**src/rtl/riscv_fetch_unit.sv**
```systemverilog
// Decoupled instruction fetch: credit-limited word requests, in-order responses into a prefetch FIFO.
// Optional FETCH_ALIGN_CHECK_EN: a misaligned redirect presents a held fault NOP instead of fetching.
module riscv_fetch_unit #(
  parameter logic [31:0] RESET_PC   = 32'h0000_0000,
  parameter int unsigned FIFO_DEPTH = 4
) (
  input  logic        clk,
  input  logic        rst,
  output logic        mem_req_valid,
  input  logic        mem_req_ready,
  output logic [31:0] mem_req_addr,
  input  logic        mem_rsp_valid,
  input  logic [31:0] mem_rsp_data,
  input  logic        redirect_valid,
  input  logic [31:0] redirect_pc,
  output logic        instr_valid,
  input  logic        instr_ready,
  output logic [31:0] instr,
  output logic [31:0] instr_pc,
  output logic        instr_fault
);
  localparam int unsigned AW      = $clog2(FIFO_DEPTH);
  localparam int unsigned CW      = $clog2(FIFO_DEPTH + 1);
  localparam logic [CW:0] DEPTH_C = FIFO_DEPTH[CW:0];
  localparam logic [31:0] NOP     = 32'h0000_0013;

  logic [31:0]   fetch_pc_q, fetch_pc_d, rsp_pc_q, rsp_pc_d;
  logic [CW-1:0] outst_q, outst_d, drop_q, drop_d, count_q, count_d;
  logic [AW-1:0] rd_ptr_q, rd_ptr_d, wr_ptr_q, wr_ptr_d;
  logic [31:0]   fifo_pc_q   [FIFO_DEPTH];
  logic [31:0]   fifo_word_q [FIFO_DEPTH];
  logic          req_fire, push, pop, fifo_valid, fault_hold;
  logic [31:0]   redirect_tgt;

`ifdef FETCH_ALIGN_CHECK_EN
  logic        fault_hold_q, fault_hold_d;
  logic [31:0] fault_pc_q, fault_pc_d;

  assign fault_hold = fault_hold_q;

  always_comb begin
    fault_hold_d = fault_hold_q;
    fault_pc_d   = fault_pc_q;
    if (redirect_valid) begin
      fault_hold_d = |redirect_pc[1:0];
      fault_pc_d   = redirect_pc;
    end
  end

  always_ff @(posedge clk) begin
    if (rst) begin
      fault_hold_q <= 1'b0;
      fault_pc_q   <= '0;
    end else begin
      fault_hold_q <= fault_hold_d;
      fault_pc_q   <= fault_pc_d;
    end
  end
`else
  logic unused_pc_lsb;
  assign unused_pc_lsb = ^redirect_pc[1:0];
  assign fault_hold    = 1'b0;
`endif

  assign redirect_tgt  = {redirect_pc[31:2], 2'b00};
  assign fifo_valid    = (count_q != '0);
  assign mem_req_valid = !rst && !redirect_valid && !fault_hold &&
                         (({1'b0, count_q} + {1'b0, outst_q}) < DEPTH_C);
  assign mem_req_addr  = fetch_pc_q;
  assign req_fire      = mem_req_valid && mem_req_ready;
  assign push          = mem_rsp_valid && !redirect_valid && (drop_q == '0);
  assign pop           = fifo_valid && instr_ready && !redirect_valid;

  always_comb begin
    instr_valid = fifo_valid;
    instr       = fifo_valid ? fifo_word_q[rd_ptr_q] : '0;
    instr_pc    = fifo_valid ? fifo_pc_q[rd_ptr_q] : '0;
    instr_fault = 1'b0;
`ifdef FETCH_ALIGN_CHECK_EN
    if (fault_hold) begin
      instr_valid = 1'b1;
      instr       = NOP;
      instr_pc    = fault_pc_q;
      instr_fault = 1'b1;
    end
`endif
  end

  always_comb begin
    fetch_pc_d = fetch_pc_q;
    rsp_pc_d   = rsp_pc_q;
    outst_d    = outst_q + CW'(req_fire) - CW'(mem_rsp_valid);
    drop_d     = drop_q;
    count_d    = count_q;
    rd_ptr_d   = rd_ptr_q;
    wr_ptr_d   = wr_ptr_q;
    if (req_fire) fetch_pc_d = fetch_pc_q + 32'd4;
    if (redirect_valid) begin
      fetch_pc_d = redirect_tgt;
      rsp_pc_d   = redirect_tgt;
      // outst_q already includes responses marked for drop, so this discards every one still in flight.
      drop_d     = outst_q - CW'(mem_rsp_valid);
      count_d    = '0;
      rd_ptr_d   = '0;
      wr_ptr_d   = '0;
    end else begin
      if (mem_rsp_valid && (drop_q != '0)) drop_d = drop_q - CW'(1);
      if (push) begin
        rsp_pc_d = rsp_pc_q + 32'd4;
        wr_ptr_d = wr_ptr_q + AW'(1);
      end
      if (pop) rd_ptr_d = rd_ptr_q + AW'(1);
      count_d = count_q + CW'(push) - CW'(pop);
    end
  end

  always_ff @(posedge clk) begin
    if (rst) begin
      fetch_pc_q <= RESET_PC;
      rsp_pc_q   <= RESET_PC;
      outst_q    <= '0;
      drop_q     <= '0;
      count_q    <= '0;
      rd_ptr_q   <= '0;
      wr_ptr_q   <= '0;
    end else begin
      fetch_pc_q <= fetch_pc_d;
      rsp_pc_q   <= rsp_pc_d;
      outst_q    <= outst_d;
      drop_q     <= drop_d;
      count_q    <= count_d;
      rd_ptr_q   <= rd_ptr_d;
      wr_ptr_q   <= wr_ptr_d;
    end
  end

  always_ff @(posedge clk) begin
    if (push) begin
      fifo_pc_q[wr_ptr_q]   <= rsp_pc_q;
      fifo_word_q[wr_ptr_q] <= mem_rsp_data;
    end
  end

endmodule

```
**config.mk**
```make
export PLATFORM = sky130hd
export DESIGN_NAME = riscv_fetch_unit
export DESIGN_NICKNAME = d
export VERILOG_FILES = /design/src/rtl/riscv_fetch_unit.sv
export SDC_FILE = /design/constraint.sdc
export NUM_CORES = 1
export LEC_CHECK = 0
export CORE_ASPECT_RATIO = 2
export CORE_MARGIN = 2
export CORE_UTILIZATION = 45
export CTS_BUF_LIST = sky130_fd_sc_hd__clkbuf_4 sky130_fd_sc_hd__clkbuf_8 sky130_fd_sc_hd__clkbuf_16
export DETAILED_ROUTE_END_ITERATION = 10
export PLACE_DENSITY_LB_ADDON = 0.08
export SLEW_MARGIN = 20
export SYNTH_ARGS = -nofsm -noshare
export SYNTH_HDL_FRONTEND = slang
export SYNTH_SLANG_ARGS = --single-unit
```
**constraint.sdc**
```tcl
create_clock -name clk -period 3.3 [get_ports clk]
set_input_delay 0.66 -clock clk [delete_from_list [all_inputs] [get_ports clk]]
set_output_delay 0.66 -clock clk [all_outputs]
set_load 0.02 [all_outputs]
```
**Word level (Yosys, flattened, before mapping)**

Memories as Yosys holds them, arrays and structs flattened. A register that Yosys moved wholly into a read port is not among the register bits.
Cells that the tools add are included.
W data, S select, Z words.

- Output and inout bits: 99
- Input port bits: 70
- Bits in latches: 0
- Memory bits (writable): 256
- Memory bits (read-only): 0
- Memories kept: 2
- Word-level logic and storage cells: 54
- Register bits after elaboration: 77

- Order comparisons: 1
- Muxes and demuxes: 14
- Bitwise gates (word level): 0
- Div/mod/pow operators: 0
- Multipliers: 0
- $add $sub $neg: 11
- Equal/unequal tests: 0
- Shift operators: 0
- Reductions and logical operators: 17

Memories:

| name | depth | bits a word | read ports | clocked after memory_dff | wr ports | RTL line | source |
|---|---|---|---|---|---|---|---|
| fifo_pc_q | 4 | 32 | 1 | 1 | 1 | 30 | `logic [31:0] fifo_pc_q [FIFO_DEPTH];` |
| fifo_word_q | 4 | 32 | 1 | 1 | 1 | 31 | `logic [31:0] fifo_word_q [FIFO_DEPTH];` |

Operator list:

| operator | number |
|---|---|
| $mux W32 | 6 |
| $add A32 B3 Y32 const B | 2 |
| $sub A3 B1 Y3 | 3 |
| $logic_and A1 B1 Y1 | 8 |
| $mux W2 | 4 |
| $add A3 B1 Y3 | 2 |
| $mux W3 | 2 |
| $reduce_bool A2 Y1 | 3 |
| $reduce_bool A3 Y1 | 2 |
| $add A2 B1 Y2 const B | 2 |
| $add A3 B3 Y4 | 1 |
| $lt A4 B3 Y1 const B | 1 |
| $logic_not A3 Y1 | 1 |
| $sub A3 B1 Y3 const B | 1 |
| $logic_not A1 Y1 | 2 |
| $mux W1 | 2 |
| $reduce_or A2 Y1 | 1 |

**Depth between registers and ports, before layout**

- Word-level depth: 6
- Mapped depth: 14
- Depth with buffers taken out: 12

**Worst setup path before layout**

OpenSTA, ideal clock, no wires.

- Path kind: input port to flip-flop
- Start point: in redirect_valid
- End point: mem fifo_pc_q[2][10], enable pin
- Stages on the path: 5
- Setup slack: -0.102 ns
- Path buffers: 3
- Data arrival time: 2.975 ns
- Cells stage by stage: buf_6 > inv_1 > clkbuf_1 > buf_1 > and3_1

- Word-level cells in the longest chain between the ends: 5

Ends and longest elaborated chain:

| element | RTL line | source |
|---|---|---|
| start: declaration | 14 | `input logic redirect_valid,` |
| $logic_not A1 Y1 | 71 | `assign push = mem_rsp_valid && !redirect_valid && (drop_q == '0);` |
| $logic_and A1 B1 Y1 (2 in series) | 71 |  |
| $mux W1 | 138 | `if (push) begin` |
| $mux W1 (not written as such) | 139 | `fifo_pc_q[wr_ptr_q] <= rsp_pc_q;` |
| end: declaration | 30 |  |

No other way between the ends.

==> metrics <==
Synth top area share between 50% and 60%; clk slew on worst S/H paths around 70 ps; number of cell rows 90; Num CTS Buffers 28; reg2reg start outst_q[2]; fin crit period 3180 ps; routability cong. 0.798; Worst-Margin Slew 650 ps; Worst slew margin between 50% and 60%; outcome finished clean; Pleak 5.43 nW; Die Wd ~130 um; leading cell type in the layout, fill and taps excluded edfxtp_1; post-route ant nets 0; die area 31700 sq um; simple-gate share of the synthesized area 10.8%; Crit path depth 4; Critical Path RT between 2000 and 3000 ps; largest net degree at the start of global routing 65; number of port buffers 161; Layout area overhead 22.8%; final setup TNS 0 ps; drt pass-1 iters 4; Layout Skew ~8.6 ps; data arrival time of the worst path 2520 ps; vias 7855; Post-Synth Adder-Cell Area 1.77%; f_max 314 MHz; IO Pins 169; Worst Path Max Fanout 27; first-pass GRT wire length 45900 um; synth unique cells between 50 and 60; CP Class reg -> out; DP Worst Slack 130 ps; initial DRC count about 430; global-route usage over all layers 18.7%; Final setup viols 0; hold-fix buffers at CTS 0; vias in the first global route 8133; CP Buf/Inv Count 2; CP endpoint instr_pc[5]; Yosys reg bits 323; reg2reg path depth 12; Worst R2R End outst_q[2]; syn avg cell area 15.3 sq um; max-slew violation count 0; Remaining DRCs 0; Cells after Synth 890; sequential fraction of the synthesis area between 60% and 70%; max_cap viols 0; starting density of the core 45.4%; Yosys warnings 0; CTS tree done; final setup margin ~120 ps; total routed wirelength between 20000 and 30000 um; Core ar. about 30000 sq um; Root Buffer Master clkbuf_16; via/cell ratio 5.43; H-Tree Depth 1; period utilization between 90% and 100%; unrepaired setup endpoints after global routing false; cell accounting for the most synthesized area edfxtp_1; largest cells by area after synthesis edfxtp_1 55%, dfxtp_1 11%, mux4_2 10%, nor2b_1 2.9%, xnor2_1 2.8%; CP Launch Type register; main combinational cell family by area after synthesis simple AND/OR/NAND/NOR gates; routed len/inst 20.4 um; family with the most delay on the worst path buffers and inverters; Synth Flop Type edfxtp_1; synthesized area 13600 sq um; Diodes inserted 0; PwrDens 530 nW/um^2; Slowest-stage cell, CP clkdlybuf4s50_1; multiplexer share of the synthesized area about a tenth; max incr delay on CP 560 ps; CP Capture Type primary output; register-to-register setup slack roughly 750 ps; Worst-Skew Late Latency about 560 ps; Post-synth EDFFs 248; DIE HEIGHT 250 um; Compound-Gate Fraction of Synth Area 4.59%; hold path start rd_ptr_q[1]; xor/xnor cell area share of the yosys netlist 3.67%; initial antenna violation count 0; async set or reset register ratio after synthesis 0%; Final Hold Viols 0; commonest non-fill, non-tap cells in the layout 248 x edfxtp_1, 161 x clkdlybuf4s50_1, 73 x dfxtp_1, 64 x nor2b_1, 62 x mux4_2; nets 1144; share of layout cells above drive strength 1 14.7%; Hold WC Path Type reg -> reg; worst-case clock buffer depth 3; VDD IR max 355 uV; Clock Sinks approximately 320; hpwl dp 18800 um; CP cell instances buf_16 -> mux4_2 -> nor2b_1 -> clkdlybuf4s50_1; total gr overflow 0
[metrics by stage]
step           util, %  instance area, sq um  hold WS, ps  cells  total power, mW
5_1_grt           55.8                 16700          555   1446             9.17
2_1_floorplan        -                 13600          481    894             5.18
3_3_place_gp      52.5                 15700          503   1393             5.55
6_report          55.8                 16700          537   1446             8.85
4_1_cts           55.8                 16700          537   1446             8.96
3_5_place_dp      52.5                 15700          515   1393             5.56
[cells in the mapped netlist (3+ instances only)]
cell type / count
edfxtp_1: 248
dfxtp_1: 75
nor2b_1: 64
mux4_2: 62
xnor2_1: 43
inv_1: 39
nand2_1: 32
a21oi_1: 29
clkbuf_1: 28
nor2_1: 26
a21boi_0: 24
nand3_1: 20
nand4_1: 18
and3_1: 17
ha_1: 16
nor3_1: 15
xor2_1: 14
buf_2: 13
and4_1: 10
o21ai_0: 8
buf_4: 7
nor4_2: 7
a31oi_1: 6
nor4_1: 6
a211oi_1: 5
a21boi_1: 5
and2_1: 5
o211ai_1: 4
o21ai_1: 3
o21bai_1: 3
[flip-flops by register name, summed over array words and instances, names as in the netlist, named ones only]
signal	count
count_q	3
fifo_pc_q	120
wr_ptr_q	2
rd_ptr_q	2
rsp_pc_q	30
mem_req_addr	30
fifo_word_q	128
outst_q	3
drop_q	3
[where the power goes]
part	leakage (nW)	internal (mW)	switching (mW)
Sequential	2.88	4.52	0.124
Clock	0.478	1.92	1.46
Combinational	2.07	0.397	0.419
[timing repair]
| item | CTS | global route |
|---|---|---|
| gates resized for setup | 2 | 0 |
| endpoints found under the setup margin | 52 | 0 |
| buffers inserted | 1 | 0 |
[worst register-to-register path, stage by stage (launching register included)]
cell,delay [ps]
dfxtp_1,350
ha_1,350
nor3_1,220
and4_1,260
inv_2,50
ha_1,260
inv_1,50
ha_1,130
inv_1,50
fa_1,360
xor2_1,160
xnor2_1,130
nor2_1,50
[kinds of logic after synthesis]
family / Yosys count
flops: 323
simple gates: 239
compound gates: 97
buf+inv: 91
mux: 64
xor+xnor: 57
fa+ha+maj: 18
other cells: 1
[how the worst min path moves through the flow]
stage | end | cells past startpoint | slack [ps]
after floorplan | fifo_pc_q[0][31] | 0 | 480
after global placement | register | 2 | 500
after detailed placement | register | 2 | 520
after CTS | register | 2 | 540
after global routing | fifo_pc_q[3][28] | 0 | 560
final | register | 2 | 540
[area by class of cell]
class                   instances  area [sq um]
fillers                      2459         13300
flip-flops and latches        323          8950
multi-input cells             480          4280
repair buffers                183          1890
clock buffers                  36           820
well taps                     368           460
inverters                      40           150
clock inverters                16           144
[per-layer routing]
metal  vias up  routed length, um  GRT usage (%)  share of wire (%)
li1       3694                  -              -                  -
met1      3938              12300           24.0                 42
met2       193              15400           33.3                 52
met3        30               1290           2.51                4.4
met4         0                520           4.90                1.8
met5         -                  0              0                  0
Power figures use the tool's default switching activity.
